--- config.mk ---
export PLATFORM = sky130hd
export DESIGN_NAME = fp_denorm
export DESIGN_NICKNAME = d
export VERILOG_FILES = /design/src/rtl/fp_denorm.sv
export SDC_FILE = /design/constraint.sdc
export NUM_CORES = 1
export LEC_CHECK = 0
export BUFFER_PORTS_ARGS = -buffer_cell sky130_fd_sc_hd__buf_4
export CORE_MARGIN = 3
export CORE_UTILIZATION = 45
export DETAILED_ROUTE_END_ITERATION = 16
export GPL_TIMING_DRIVEN = 0
export PLACE_DENSITY = 0.72
export SYNTH_ARGS = -nofsm -noshare
export SYNTH_HDL_FRONTEND = slang
export SYNTH_SLANG_ARGS = --single-unit
export TNS_END_PERCENT = 50
--- constraint.sdc ---
create_clock -name iClk -period 5.45 [get_ports iClk]
set_input_delay 0.2725 -clock iClk [delete_from_list [all_inputs] [get_ports iClk]]
set_output_delay 0.2725 -clock iClk [all_outputs]
set_load 0.02 [all_outputs]
--- src/rtl/fp_denorm.sv ---
// fp_denorm: IEEE-754 single-precision to signed fixed-point converter.
// The float exponent is turned into a shift count. The 24-bit mantissa is then
// denormalised by a 1-bit-per-cycle shifter into an OUT_W-bit magnitude.
// That magnitude is rounded, saturated and sign-applied.
// Optional build macro FP_DENORM_RNE_EN: round-to-nearest-even on right shifts.
// Without it, right shifts truncate the magnitude toward zero.
module fp_denorm #(
  parameter int OUT_W  = 32,
  parameter int FRAC_W = 8
) (
  input  logic             iClk,
  input  logic             iRst_n,
  input  logic             iValid,
  output logic             oReady,
  input  logic [31:0]      iFP,
  output logic             oValid,
  input  logic             iReady,
  output logic [OUT_W-1:0] oData,
  output logic             oOvf,
  output logic             oUnf
);

  typedef enum logic [2:0] {
    IDLE  = 3'd0,
    CALC  = 3'd1,
    SHIFT = 3'd2,
    ROUND = 3'd3,
    DONE  = 3'd4
  } state_t;

  // shift = exp - 127 + FRAC_W - 23, folded into one bias term
  localparam logic signed [9:0] S_BIAS = 10'(FRAC_W - 150);
  localparam logic signed [9:0] S_MAX  = 10'(OUT_W - 24);
  localparam logic signed [9:0] S_MIN  = -10'sd25;
  localparam logic [OUT_W:0]    POS_LIM = {2'b00, {(OUT_W-1){1'b1}}};
  localparam logic [OUT_W:0]    NEG_LIM = {2'b01, {(OUT_W-1){1'b0}}};
  localparam logic [OUT_W-1:0]  SAT_POS = {1'b0, {(OUT_W-1){1'b1}}};
  localparam logic [OUT_W-1:0]  SAT_NEG = {1'b1, {(OUT_W-1){1'b0}}};

  state_t             state_r;
  logic [31:0]        fp_r;
  logic [OUT_W-1:0]   mag_r;
  logic               guard_r;
  logic               sticky_r;
  logic               ovf_r;
  logic [6:0]         cnt_r;

  logic [7:0]         exp_s;
  logic signed [9:0]  shift_s;
  logic [6:0]         absShift_s;
  logic [OUT_W-1:0]   magInit_s;
  logic [OUT_W:0]     rnd_s;
  logic               sat_s;
  logic [OUT_W-1:0]   res_s;
  logic               unf_s;

  // Decode the latched float: exponent, signed shift count and its magnitude.
  // fp_r is stable after accept, so the shift direction is also taken from here.
  always_comb begin
    exp_s      = fp_r[30:23];
    shift_s    = $signed({2'b00, exp_s}) + S_BIAS;
    absShift_s = 7'd0;
    if (shift_s[9]) begin
      absShift_s = 7'(-shift_s);
    end else begin
      absShift_s = 7'(shift_s);
    end
    magInit_s  = {{(OUT_W-24){1'b0}}, 1'b1, fp_r[22:0]};
  end

  // Round the magnitude, detect saturation and form the signed result and flags.
  always_comb begin
`ifdef FP_DENORM_RNE_EN
    rnd_s = {1'b0, mag_r} + {{OUT_W{1'b0}}, (guard_r & (sticky_r | mag_r[0]))};
`else
    rnd_s = {1'b0, mag_r};
`endif
    sat_s = 1'b0;
    if (fp_r[31]) begin
      sat_s = ovf_r || (rnd_s > NEG_LIM);
    end else begin
      sat_s = ovf_r || (rnd_s > POS_LIM);
    end
    res_s = {OUT_W{1'b0}};
    if (sat_s) begin
      res_s = fp_r[31] ? SAT_NEG : SAT_POS;
    end else if (fp_r[31]) begin
      res_s = {OUT_W{1'b0}} - rnd_s[OUT_W-1:0];
    end else begin
      res_s = rnd_s[OUT_W-1:0];
    end
    unf_s = (fp_r[30:0] != 31'd0) && !sat_s && (res_s == {OUT_W{1'b0}});
  end

  // Control FSM with datapath registers and registered handshake/result outputs.
  always_ff @(posedge iClk or negedge iRst_n) begin
    if (!iRst_n) begin
      state_r  <= IDLE;
      fp_r     <= 32'd0;
      mag_r    <= {OUT_W{1'b0}};
      guard_r  <= 1'b0;
      sticky_r <= 1'b0;
      ovf_r    <= 1'b0;
      cnt_r    <= 7'd0;
      oReady   <= 1'b1;
      oValid   <= 1'b0;
      oData    <= {OUT_W{1'b0}};
      oOvf     <= 1'b0;
      oUnf     <= 1'b0;
    end else begin
      case (state_r)
        IDLE: begin
          if (iValid && oReady) begin
            fp_r     <= iFP;
            guard_r  <= 1'b0;
            sticky_r <= 1'b0;
            ovf_r    <= 1'b0;
            oReady   <= 1'b0;
            state_r  <= CALC;
          end else begin
            state_r  <= IDLE;
          end
        end
        CALC: begin
          if (exp_s == 8'd255) begin
            // Inf and NaN saturate; magnitude is irrelevant
            mag_r   <= {OUT_W{1'b0}};
            ovf_r   <= 1'b1;
            state_r <= ROUND;
          end else if (exp_s == 8'd0) begin
            // zero and denormals flush to zero
            mag_r   <= {OUT_W{1'b0}};
            state_r <= ROUND;
          end else if (shift_s > S_MAX) begin
            mag_r   <= magInit_s;
            ovf_r   <= 1'b1;
            state_r <= ROUND;
          end else if (shift_s < S_MIN) begin
            mag_r   <= {OUT_W{1'b0}};
            state_r <= ROUND;
          end else if (shift_s == 10'sd0) begin
            mag_r   <= magInit_s;
            state_r <= ROUND;
          end else begin
            mag_r   <= magInit_s;
            cnt_r   <= absShift_s;
            state_r <= SHIFT;
          end
        end
        SHIFT: begin
          if (!shift_s[9]) begin
            mag_r    <= {mag_r[OUT_W-2:0], 1'b0};
          end else begin
            mag_r    <= {1'b0, mag_r[OUT_W-1:1]};
            guard_r  <= mag_r[0];
            sticky_r <= sticky_r | guard_r;
          end
          cnt_r <= cnt_r - 7'd1;
          if (cnt_r == 7'd1) begin
            state_r <= ROUND;
          end else begin
            state_r <= SHIFT;
          end
        end
        ROUND: begin
          oData   <= res_s;
          oOvf    <= sat_s;
          oUnf    <= unf_s;
          oValid  <= 1'b1;
          state_r <= DONE;
        end
        DONE: begin
          if (iReady) begin
            oValid  <= 1'b0;
            oReady  <= 1'b1;
            state_r <= IDLE;
          end else begin
            state_r <= DONE;
          end
        end
        default: begin
          oValid  <= 1'b0;
          oReady  <= 1'b1;
          state_r <= IDLE;
        end
      endcase
    end
  end

endmodule

==> results of run 1 <==
-- Yosys cell counts (16+ instances only) --
cell | instances | area share [%]
nand2_1 | 128 | 6.8
dfrtp_1 | 110 | 39
a21oi_1 | 82 | 5.8
clkbuf_1 | 70 | 3.7
nor2_1 | 45 | 2.4
o21ai_1 | 45 | 3.2
mux2_2 | 34 | 5.4
o21ai_0 | 26 | 1.8
nor3_1 | 22 | 1.6
inv_1 | 20 | 1.1
nor4_1 | 17 | 1.5
nand3_1 | 16 | 1.1
-- area by class of cell --
type / count / area [um^2]
sequential: 111 / 2780
buffer: 82 / 330
clock buffer: 9 / 225
timing repair buffer: 73 / 574
clock inverter: 7 / 88.8
multi-input combinational: 629 / 3860
tap: 211 / 264
fill: 1459 / 7060
inverter: 20 / 75.1
-- per-layer routing --
layer  wire length [um]  part of all wire [%]  GRT usage, %  vias up
met3               1280                   6.5          4.40       43
met4                537                   2.7          8.28        0
met2               8910                    45          34.5      265
met5                  0                     0             0        -
li1                   -                     -             -     3212
met1               8950                    45          32.8     3135
-- critical path: stages (launching register included) --
cell and delay [ps]:
dfrtp_1 360, clkbuf_1 220, inv_1 190, ha_1 300, nor3b_1 690, nand4_1 290, or4b_1 570, a21oi_1 280
buf_2 280, buf_4 210, a21oi_1 90, o21ai_1 150
-- how the worst max path moves through the flow --
stage               cells past startpoint  slack [ps]         to
floorplan                              12        2490       oUnf
global placement                       11        1820  oData[23]
detailed placement                     11        1820   oData[9]
CTS                                    11        1790   oData[9]
global route                           11        1440   oData[9]
finish                                 11        1720   oData[9]
-- registers in the layout, summed over array words and instances (netlist names) --
register,flops
state_r,3
mag_r,32
oData,32
oReady,1
cnt_r,7
oUnf,1
ovf_r,1
oOvf,1
oValid,1
fp_r,32
-- power by group through the flow --
stage               clock network (mW)  logic (mW)  registers [mW]
floorplan                            0        2.21            1.52
global placement                     0        3.20            1.45
detailed placement                   0        3.24            1.47
CTS                              0.707        3.26            1.45
global route                     0.739        3.62            1.50
finish                           0.687        3.30            1.46
-- cells by family after synthesis --
family                     Yosys count
buffers and inverters              102
and+or+nand+nor                    304
xor gates and xnor gates            17
muxes                               44
DFF                                111
adders and majority gates           10
AOI/OAI and AO/OA                  254
-- per-stage QoR --
step | instance area, um^2 | setup WS [ps] | cells | hold slack (ps)
final | 8200 | 1720 | 1142 | 134
after global routing | 8200 | 1440 | 1142 | 122
after CTS | 8160 | 1790 | 1140 | 120
after detailed placement | 7840 | 1820 | 1124 | 472
after global placement | 7840 | 1820 | 1124 | 465
after floorplan | 7040 | 2490 | 842 | -23.1
==> impl_metrics.yaml, run 1 <==
run_status:
  status: "complete, no violations"
global_route:
  grt.total_usage_pct: 22.8
  grt_overflow: 0
  antenna_found_initial: 0
  grt_first_pass_wirelength_um: 32500
  grt_pass1_vias: 6139
  grt_max_degree: 112
cells_and_area:
  layout.nets: 972
  drive_above_1_share_pct: 16.5
  final_cell_mix: "nand2_1, dfrtp_1, a21oi_1"
  n_antenna_cell: 0
  fin_util_pct: 53.7
  layout_commonest_cell: "nand2_1"
  area_growth_syn_to_layout_pct: 16.4
setup_path:
  worstPathMaxFanout: 10
  ff2ff_path_depth: 11
  cp.arrival_ps: 4010
  critPathLaunchType: "flop"
  cp-end-kind: "flop"
  critPathLaunch: "mag_r[1]"
  regToRegSetupSlack_ps: 1720
  rr_endpoint: "oData[9]"
  r2r-start: "mag_r[1]"
  cp.required_ps: 5730
  path_class: "reg2reg"
route:
  wl_per_cell_um: 17.2
  antenna_left: 0
  routed_wl_um: 19700
  vias: 6655
  drtIter0Drc: 687
  vias_per_cell: 5.83
  drc: 0
  firstDrtPassIters: 5
die:
  rows: 45
  die_y_um: 131
  fp.dieW_um: 131
  fp.coreArea_mm2: 0.0153
  num_io_pins: 72
  start_util_pct: 46.2
  die_area_mm2: 0.0172
logic_synthesis:
  synth_cell_types: 79
  synth_xor_xnor_area_share_pct: 2.11
  synth_fp_nets: 888
  syn-cell-area_mm2: 0.00704
  synthCells: 842
  ys_seq_area_share_pct: 39.4
  synth-edff-count: 0
  synthFlopType: "dfrtp_1"
  ys_ff_latch: 111
  syn_avg_cell_area_um2: 8.37
  yosysWarnings: 0
  synth_top_family_by_area: "compound AO/OA/AOI/OAI gates"
  synth.area.mux_share_pct: 6.87
  synth-compound-area-share_pct: 22.7
  synthAdderAreaFrac_pct: 1.78
  async_reset_ff_share_pct: 100
  synthSimpleGateAreaFrac_pct: 21.3
hold_path:
  whs_path_depth: 2
  min_from: "iFP[3]"
  min_to: "fp_r[3]"
  holdCritPathClass: "in2reg"
timing:
  worst_pin_slew_ps: 805
  relSlewSlack_pct: 45.7
  drv_slew: 0
  fin_skew_ps: 11.1
  post-route-period-util_pct: 68.4
  period_minus_slack_ps: 3730
  fmax_mhz: 268
  finalHoldViolations: 0
  finalSetupTns_ps: 0
  setup_viol: 0
  rsz0062_at_grt: "no"
power_and_ir_drop:
  power_leakage_nw: 3.41
  ir_worst_vdd_mv: 0.341
  pwr-share-clk_pct: 12.6
  intPower_mw: 2.74
  p_per_area_mw_per_mm2: 665
  p_sw_mw: 2.71
  pwr-share-comb_pct: 60.6
  totalPowerFinal_mw: 5.45
  power_frac_seq_pct: 26.8
  swShare_pct: 49.7
clock_network:
  cts_root_buf: "clkbuf_16"
  cts_resized: 0
  cts_made_buffers: 9
  cts_buffer_depth: 2
  cts.sinks: 111
  htree_levels: 3
  cts_tree: "built"
  clk_pin_slew_worst_paths_ps: 80
  hold_buffers: 0
  post_cts_buffers: 0
  clk_latency_ps: 360
place:
  io_buffers: 71
  post-dp-hpwl_um: 14700
  finalWeightedCongestion: 0.903
job:
  cap_violations: 0
No activity file was read; power rests on OpenSTA's default activity.
==> run 2: changes to the inputs <==
- ABC_AREA: not set -> 1
- clock period: 5.45 -> 3.5 ns (I/O delays scaled with it)
==> run 2 against run 1 <==
Compared with the run above: clock-buffer cell count up 1; combinational power grew 48%; sequential share of layout area rose by 1.2 points; cell count increased by 5.5%; power up 57%; critical path depth is 5 higher; clock skew is 5.3 ps higher; clock power grew 66%; wire length decreased by 9.8%; setup slack lost 500 ps; maximum frequency up 63%.
==> impl_metrics.yaml, run 2 <==
clock_network:
  cts_made_buffers: 9
  clk_pin_slew_worst_paths_ps: 80
  htree_levels: 3
  cts_root_buf: "clkbuf_16"
  post_cts_buffers: 0
  cts.sinks: 111
  cts_resized: 0
  clk_latency_ps: 370
  cts_buffer_depth: 2
  hold_buffers: 12
  cts_tree: "built"
setup_path:
  critPathLaunch: "mag_r[1]"
  cp.arrival_ps: 2580
  regToRegSetupSlack_ps: 1220
  rr_endpoint: "oUnf"
  ff2ff_path_depth: 16
  path_class: "reg2reg"
  r2r-start: "mag_r[1]"
  critPathLaunchType: "flop"
  worstPathMaxFanout: 5
  cp.required_ps: 3790
  cp-end-kind: "flop"
timing:
  worst_slack_ps: 1220
  rsz0062_at_grt: "no"
  post-route-period-util_pct: 65.2
  relSlewSlack_pct: 48.0
  setup_viol: 0
  finalSetupTns_ps: 0
  drv_slew: 0
  worst_pin_slew_ps: 776
  fin_skew_ps: 16.4
  finalHoldViolations: 0
  period_minus_slack_ps: 2280
  fmax_mhz: 438
  whs_ps: 9.92
place:
  postPlaceCellArea_mm2: 0.00744
  post-place-ws_ps: 1300
  finalWeightedCongestion: 0.908
  placedCellCount: 1175
  post-dp-hpwl_um: 13600
  io_buffers: 71
power_and_ir_drop:
  power_leakage_nw: 3.78
  p_per_area_mw_per_mm2: 1080
  ir_worst_vdd_mv: 0.484
route:
  drtIter0Drc: 529
  firstDrtPassIters: 5
  routed_wl_um: 17700
  drc: 0
  antenna_left: 0
  vias: 6368
  vias_per_cell: 5.28
  wl_per_cell_um: 14.7
global_route:
  grt_first_pass_wirelength_um: 29400
  grt_max_degree: 112
  grt_overflow: 0
  antenna_found_initial: 0
  grt.total_usage_pct: 22.2
  grt_pass1_vias: 6071
die:
  fp.dieW_um: 128
  start_util_pct: 47.0
  die_area_mm2: 0.0163
  rows: 43
  fp.coreArea_mm2: 0.0142
  num_io_pins: 72
  die_y_um: 128
job:
  cap_violations: 0
hold_path:
  whs_path_depth: 3
  min_from: "iFP[3]"
  min_to: "fp_r[3]"
  holdCritPathClass: "in2reg"
cells_and_area:
  drive_above_1_share_pct: 15.1
  top_regs: "fp_r x32, mag_r x32, oData x32"
  area_growth_syn_to_layout_pct: 18.7
  fin_cells: 1205
  final_cell_mix: "nand2_1, nor2_1, dfrtp_1"
  layout.nets: 1066
  n_antenna_cell: 0
  layout_commonest_cell: "nand2_1"
  final_cell_area_mm2: 0.00793
logic_synthesis:
  ys_top_cells_by_count: "nand2_1, nor2_1, dfrtp_1"
  synthCells: 924
  yosys-top-cells-area: "dfrtp_1, nand2_1, nor2_1"
  syn_avg_cell_area_um2: 7.23
  yosys.area.top_type: "dfrtp_1"
  ys_seq_area_share_pct: 41.6
  post-synth-top-area-fraction_pct: 41.2
  yosysWarnings: 0
  syn-cell-area_mm2: 0.00668
  synth-edff-count: 0
  synth_cell_types: 45
  ys_ff_latch: 111
  synth_fp_nets: 970
  yosysMostFrequentCell: "nand2_1"
  synthFlopType: "dfrtp_1"
  async_reset_ff_share_pct: 100
run_status:
  status: "complete, no violations"
## run 2: cell count changes after synthesis, moves of 10 or more
cell / before / now
a21oi_1: 82 / 54
nand2_1: 128 / 236
a31oi_1: 10 / 28
o21ai_0: 26 / 69
nor2_2: 0 / 11
o21ai_1: 45 / 10
inv_1: 20 / 66
xnor2_1: 11 / 1
nand3_1: 16 / 71
clkbuf_1: 70 / 21
nor2_1: 45 / 125
nor4_1: 17 / 1
mux2_2: 34 / 0
nor3_1: 22 / 7
## run 2: kinds of logic (layout without fill, tap and decap cells)
| family | Yosys count | after routing | share of synthesized area [%] |
|---|---|---|---|
| compound gates | 187 | 187 | 15.9 |
| xor+xnor | 13 | 13 | 1.82 |
| fa+ha+maj | 10 | 10 | 1.87 |
| buf+inv | 114 | 215 | 7.02 |
| flops | 111 | 111 | 41.6 |
| simple gates | 489 | 489 | 31.8 |
## run 2: report_power, final
part           total [mW]  switching, mW  internal (mW)
Clock                1.14          0.496          0.641
Sequential           2.53          0.624           1.91
Combinational        4.90           3.16           1.73
## run 2: how the worst max path moves through the flow
stage / to / slack [ps]
global placement: oUnf / 1320
finish: oUnf / 1220
CTS: oUnf / 1270
floorplan: cnt_r[2] / 1600
global route: oUnf / 990
detailed placement: oUnf / 1300
## run 2: routing by layer
metal	up-vias	wire length, um	global-route usage [%]
met5	-	0	0
met4	0	407	8.18
met3	33	1090	3.54
met2	194	7940	34.9
met1	2907	8300	31.1
li1	3234	-	-
## run 2: layout make-up
type,instances,area (um^2)
tap,180,225
clock buffer,10,229
timing repair buffer,85,694
sequential,111,2780
buffer,39,188
inverter,75,282
clock inverter,6,98.8
multi-input combinational,699,3430
fill,1390,6280
## run 2: metrics by stage
stage,util [%],power (mW)
global route,55.8,9.36
detailed placement,52.4,7.40
finish,55.8,8.56
CTS,55.5,8.56
floorplan,-,5.93
global placement,52.4,7.31
## run 2: worst max-delay path: stages, from the launching register on
cell and delay (ps):
dfrtp_1 470, inv_1 110, ha_1 190, nand2_1 130, nand2_1 160, nand2_2 100, nor2_2 220, nand2_1 80
nand2_1 70, nand2_1 50, nand2_1 100, nand2_1 60, nor2_1 90, nand2_1 80, nor2_1 130, nand3_1 110
nand2_1 70
